## config.mk

```make
export PLATFORM = sky130hd
export DESIGN_NAME = mem_arbiter
export DESIGN_NICKNAME = d
export VERILOG_FILES = /design/src/rtl/mem_arbiter_pkg.sv /design/src/rtl/mem_arbiter_access_timer.sv /design/src/rtl/mem_arbiter.sv
export SDC_FILE = /design/constraint.sdc
export NUM_CORES = 1
export LEC_CHECK = 0
export BUFFER_PORTS_ARGS = -buffer_cell sky130_fd_sc_hd__buf_2
export CORE_UTILIZATION = 30
export DETAILED_ROUTE_END_ITERATION = 8
export GPL_TIMING_DRIVEN = 0
export PLACE_DENSITY_LB_ADDON = 0.3
export SLEW_MARGIN = 20
export SYNTH_ARGS = -nofsm -noshare
export SYNTH_HDL_FRONTEND = slang
export SYNTH_HIERARCHICAL = 1
export SYNTH_SLANG_ARGS = --single-unit
```

## constraint.sdc

```tcl
create_clock -name clock -period 4.9 [get_ports clock]
set_clock_uncertainty 0.05 [all_clocks]
set_input_delay 0.735 -clock clock [delete_from_list [all_inputs] [get_ports clock]]
set_output_delay 0.735 -clock clock [all_outputs]
set_load 0.05 [all_outputs]
```

## src/rtl/mem_arbiter_pkg.sv

```systemverilog
// Shared types for the memory-port arbiter: FSM states, requester ids
// and the round-robin grant rule.
package mem_arbiter_pkg;

  typedef enum logic [1:0] {IDLE, ACCESS, DONE} arb_state_e;
  typedef enum logic {REQ_CPU, REQ_LDR} requester_e;

  // A lone requester always wins; on a tie the one not granted last time wins.
  function automatic requester_e pick_grant(input logic cpu_req,
                                            input logic ldr_req,
                                            input requester_e last_grant);
    requester_e g;
    if (cpu_req && (!ldr_req || last_grant == REQ_LDR)) g = REQ_CPU;
    else g = REQ_LDR;
    return g;
  endfunction

endpackage

```

## src/rtl/mem_arbiter_access_timer.sv

```systemverilog
// Saturating wait counter for one memory access. done goes high once the
// count has reached TIMEOUT; with TIMEOUT=0 the timeout is disabled.
module access_timer #(
  parameter int TIMEOUT = 15
) (
  input  logic clock,
  input  logic reset,
  input  logic clear,
  input  logic enable,
  output logic done
);

  localparam int TW = (TIMEOUT > 0) ? $clog2(TIMEOUT + 1) : 1;

  generate
    if (TIMEOUT == 0) begin : g_off
      assign done = 1'b0;
    end else begin : g_on
      localparam logic [TW-1:0] LIMIT = TW'(TIMEOUT);
      logic [TW-1:0] count;

      // Count not-ready cycles, holding at LIMIT so the counter never wraps.
      always_ff @(posedge clock or posedge reset) begin
        if (reset) count <= '0;
        else if (clear) count <= '0;
        else if (enable && count != LIMIT) count <= count + 1'b1;
      end

      assign done = (count == LIMIT);
    end
  endgenerate

endmodule

```

## src/rtl/mem_arbiter.sv

```systemverilog
// Round-robin arbiter sharing one memory port between the CPU datapath and
// the loader/debug port. The granted request is latched for the whole
// access; completion is a one-cycle ack (with err on timeout).
module mem_arbiter
  import mem_arbiter_pkg::*;
#(
  parameter int ADDR_WIDTH = 8,
  parameter int DATA_WIDTH = 8,
  parameter int TIMEOUT    = 15
) (
  input  logic                  clock,
  input  logic                  reset,
  input  logic                  cpu_req,
  input  logic                  cpu_we,
  input  logic [ADDR_WIDTH-1:0] cpu_addr,
  input  logic [DATA_WIDTH-1:0] cpu_wdata,
  output logic [DATA_WIDTH-1:0] cpu_rdata,
  output logic                  cpu_ack,
  output logic                  cpu_err,
  output logic                  cpu_stall,
  input  logic                  ldr_req,
  input  logic                  ldr_we,
  input  logic [ADDR_WIDTH-1:0] ldr_addr,
  input  logic [DATA_WIDTH-1:0] ldr_wdata,
  output logic [DATA_WIDTH-1:0] ldr_rdata,
  output logic                  ldr_ack,
  output logic                  ldr_err,
  output logic                  mem_en,
  output logic                  mem_we,
  output logic [ADDR_WIDTH-1:0] mem_addr,
  output logic [DATA_WIDTH-1:0] mem_wdata,
  input  logic [DATA_WIDTH-1:0] mem_rdata,
  input  logic                  mem_ready,
  output logic                  busy
);

  arb_state_e            state;
  requester_e            owner;
  requester_e            last_grant;
  requester_e            grant;
  logic                  timer_done;
  logic [DATA_WIDTH-1:0] fin_rdata;

  access_timer #(.TIMEOUT(TIMEOUT)) u_timer (
    .clock  (clock),
    .reset  (reset),
    .clear  (state == IDLE),
    .enable (state == ACCESS && !mem_ready),
    .done   (timer_done)
  );

  assign grant     = pick_grant(cpu_req, ldr_req, last_grant);
  // Writes and timeouts return zero; only a completed read returns memory data.
  assign fin_rdata = (mem_ready && !mem_we) ? mem_rdata : '0;
  assign cpu_stall = cpu_req & ~cpu_ack;

  // Arbitration FSM; mem_* fields double as the latched request.
  always_ff @(posedge clock or posedge reset) begin
    if (reset) begin
      state      <= IDLE;
      owner      <= REQ_CPU;
      last_grant <= REQ_LDR;
      mem_en     <= 1'b0;
      mem_we     <= 1'b0;
      mem_addr   <= '0;
      mem_wdata  <= '0;
      busy       <= 1'b0;
      cpu_ack    <= 1'b0;
      cpu_err    <= 1'b0;
      cpu_rdata  <= '0;
      ldr_ack    <= 1'b0;
      ldr_err    <= 1'b0;
      ldr_rdata  <= '0;
    end else begin
      case (state)
        IDLE: begin
          if (cpu_req || ldr_req) begin
            if (grant == REQ_CPU) begin
              mem_we    <= cpu_we;
              mem_addr  <= cpu_addr;
              mem_wdata <= cpu_wdata;
            end else begin
              mem_we    <= ldr_we;
              mem_addr  <= ldr_addr;
              mem_wdata <= ldr_wdata;
            end
            owner      <= grant;
            last_grant <= grant;
            mem_en     <= 1'b1;
            busy       <= 1'b1;
            state      <= ACCESS;
          end
        end
        ACCESS: begin
          // Ready wins over a timeout landing on the same edge.
          if (mem_ready || timer_done) begin
            state  <= DONE;
            mem_en <= 1'b0;
            mem_we <= 1'b0;
            if (owner == REQ_CPU) begin
              cpu_ack   <= 1'b1;
              cpu_err   <= !mem_ready;
              cpu_rdata <= fin_rdata;
            end else begin
              ldr_ack   <= 1'b1;
              ldr_err   <= !mem_ready;
              ldr_rdata <= fin_rdata;
            end
          end
        end
        DONE: begin
          state     <= IDLE;
          busy      <= 1'b0;
          cpu_ack   <= 1'b0;
          cpu_err   <= 1'b0;
          cpu_rdata <= '0;
          ldr_ack   <= 1'b0;
          ldr_err   <= 1'b0;
          ldr_rdata <= '0;
        end
        default: state <= IDLE;
      endcase
    end
  end

endmodule
```

==> out/metrics.csv <==
metric,value,unit
status,"finished, final reports clean",
clock-sinks,47,
grtUsageTotal,13.44,%
grt.overflow.total,0,
postSynthAreaPerCell,11.68,um^2
drv_slew,0,
synth_top_family_by_area,multiplexers,
finalCriticalPeriod,2.075,ns
finalNetCount,340,
drt_iter0_markers,27,
setup_viol_count_final,0,
die_w,88.45,um
synth_mux_area_share,19.59,%
post_cts_buffers,0,
cts_tree,done,
wire_per_inst,12.78,um
switching_share,51.27,%
cts_inserted_buffers,5,
gp_congestion,0.7327,
ioPinCount,87,
grt_max_degree,29,
grt_pass1_wl,8.045,mm
top_layer,met4,
dp_cells,378,
power.net_switching,1.133,mW
hold_class,in -> async,
final_cells,386,
cp_data_arrival_time,1.29,ns
synthAdderAreaFrac,3.906,%
clkPwrFrac,11.7,%
power.density,756.5,nW/um^2
drcViolationCount,0,
syn-num-nets,246,
synth_edf_count,0,
postCtsHoldBufs,0,
cts.path.max_buffers,2,
grt_pass1_vias,1666,
synth-main-ff-cell,dfrtp_1,
netlist_instances,192,
drtAntennaViolNets,0,
ys_seq_area_share,52.51,%
min_period_over_period,42.35,%
worstSetupPathType,in -> out,
synth_simple_gate_area_share,11.05,%
grt_setup_unrepaired,false,
place_area,2816,um^2
tightest_slew,0.5048,ns
hold_violations,0,
yosys_warnings,6,
via_per_inst,4.412,
reg2reg_setup_slack,2.91,ns
met3_length,178,um
final_common_cell,buf_2,
crit_required,4.12,ns
cts_max_level,2,
design.die.area,7823,um^2
maxCapViolations,0,
io_buffers,86,
slew_headroom,66.12,%
cp-start-kind,primary input,
core-area,7253,um^2
vias,1703,
met1_length,2.318,mm
fin_area,2920,um^2
end_kind,output port,
layout_common_cells,"buf_2 (88), dfrtp_1 (46), mux2i_1 (21)",
diodes,0,
synth_xor_area_share,0,%
insertion_delay,0.30,ns
die_y,88.45,um
first_pass_iters,4,
area_growth,30.25,%
rows,31,
drt_wl_total,4.935,mm
seqPwrFrac,30.0,%
synth-compound-area-share,8.929,%
clk_pin_slew,0.08,ns
antenna_found_initial,0,
combPwrFrac,58.3,%
netlist_area,2242,um^2
initial_core_util,30.91,%
drive_gt1_share,45.99,%
path_max_fanout,5,
internal-power,1.077,mW
synth_cell_type_count,36,
max_freq,481.9,MHz
cts_resized,0,
cts-root-buf,clkbuf_8,
hpwl,3.764,mm
wl_met2,2.385,mm
ys_ff_latch,47,
p_leak,1.551,nW
async_flop_share,100.0,%
setup_tns,0,ns
ir_worst_vdd,292.5,uV
-- power groups by stage --
stage / Sequential, mW / Combinational, mW / Clock [mW]
2_1_floorplan: 1.20 / 0.463 / 0
3_3_place_gp: 0.667 / 1.29 / 0
3_5_place_dp: 0.670 / 1.30 / 0
4_1_cts: 0.663 / 1.31 / 0.273
5_1_grt: 0.686 / 1.38 / 0.288
6_report: 0.663 / 1.29 / 0.259
-- path summary, 6_finish.rpt --
path / end / cells past startpoint / from
setup / recovery: cpu_stall / 3 / cpu_req
hold / removal: u_timer/g_on.count[3] / 2 / reset
setup reg to reg: ldr_rdata[4] / 6 / u_timer/g_on.count[0]
hold reg to reg: mem_addr[7] / 2 / mem_addr[7]
max in group asynchronous: last_grant / 3 / reset
min in group clock: mem_addr[7] / 2 / mem_addr[7]
-- final cells by class --
cell class                 count  area, um^2
timing repair buffer          87       450.4
clock inverter                 1       7.507
multi-input combinational    128       974.7
sequential                    47        1177
inverter                      11       41.29
buffer                         6       48.80
fill                         747        4333
clock buffer                   7       96.34
tap                           99       123.9
-- registers in the layout, indices dropped and copies added (netlist names), 2 cells and up --
| signal | cells |
|---|---|
| cpu_rdata | 8 |
| ldr_rdata | 8 |
| mem_addr | 8 |
| mem_wdata | 8 |
| state | 2 |
| u_timer/g_on.count | 4 |
-- synthesized netlist by cell type (2+ instances only) --
cell	number	share of area, %
nor2b_1	2	0.56
o21ai_1	8	1.8
o21a_1	2	0.67
o21ai_0	14	3.1
mux2i_1	21	9.4
o21ai_2	2	0.78
buf_2	2	0.45
dfrtp_1	46	51
nor3_1	2	0.45
a21oi_1	4	0.89
mux2_2	18	9.0
nand2_1	19	3.2
inv_1	10	1.7
and2_1	7	2.0
nor2_1	7	1.2
nand2b_1	2	0.56
ha_1	7	3.9
-- layer usage --
| layer | up-vias | GRT usage (%) |
|---|---|---|
| li1 | 842 | - |
| met2 | 42 | 21.82 |
| met5 | - | 0 |
| met3 | 5 | 2.985 |
| met4 | 0 | 3.666 |
| met1 | 814 | 18.12 |
-- cells by family (layout without fill, tap and decap cells) --
group | Yosys count | in the layout
multiplexers | 41 | 41
AND/OR/NAND/NOR | 46 | 46
adder cells (fa/ha/maj) | 7 | 7
AO/OA/AOI/OAI | 34 | 34
flip-flops | 47 | 47
buffers and inverters | 17 | 112
-- critical path, stage by stage --
cell	delay (ns)
buf_2	0.15
nor2b_1	0.13
buf_2	0.27
-- stage by stage --
step | utilization, % | hold WS [ns] | power, mW | setup WS, ns
floorplan | - | 0.4511 | 1.668 | 2.673
global placement | 38.55 | 0.4082 | 1.955 | 2.422
detailed placement | 38.83 | 0.4170 | 1.972 | 2.825
CTS | 40.26 | 0.2715 | 2.242 | 2.824
global route | 40.26 | 0.2891 | 2.357 | 2.783
finish | 40.26 | 0.2781 | 2.209 | 2.825
Note: power is estimated with default switching activity, not from simulation.
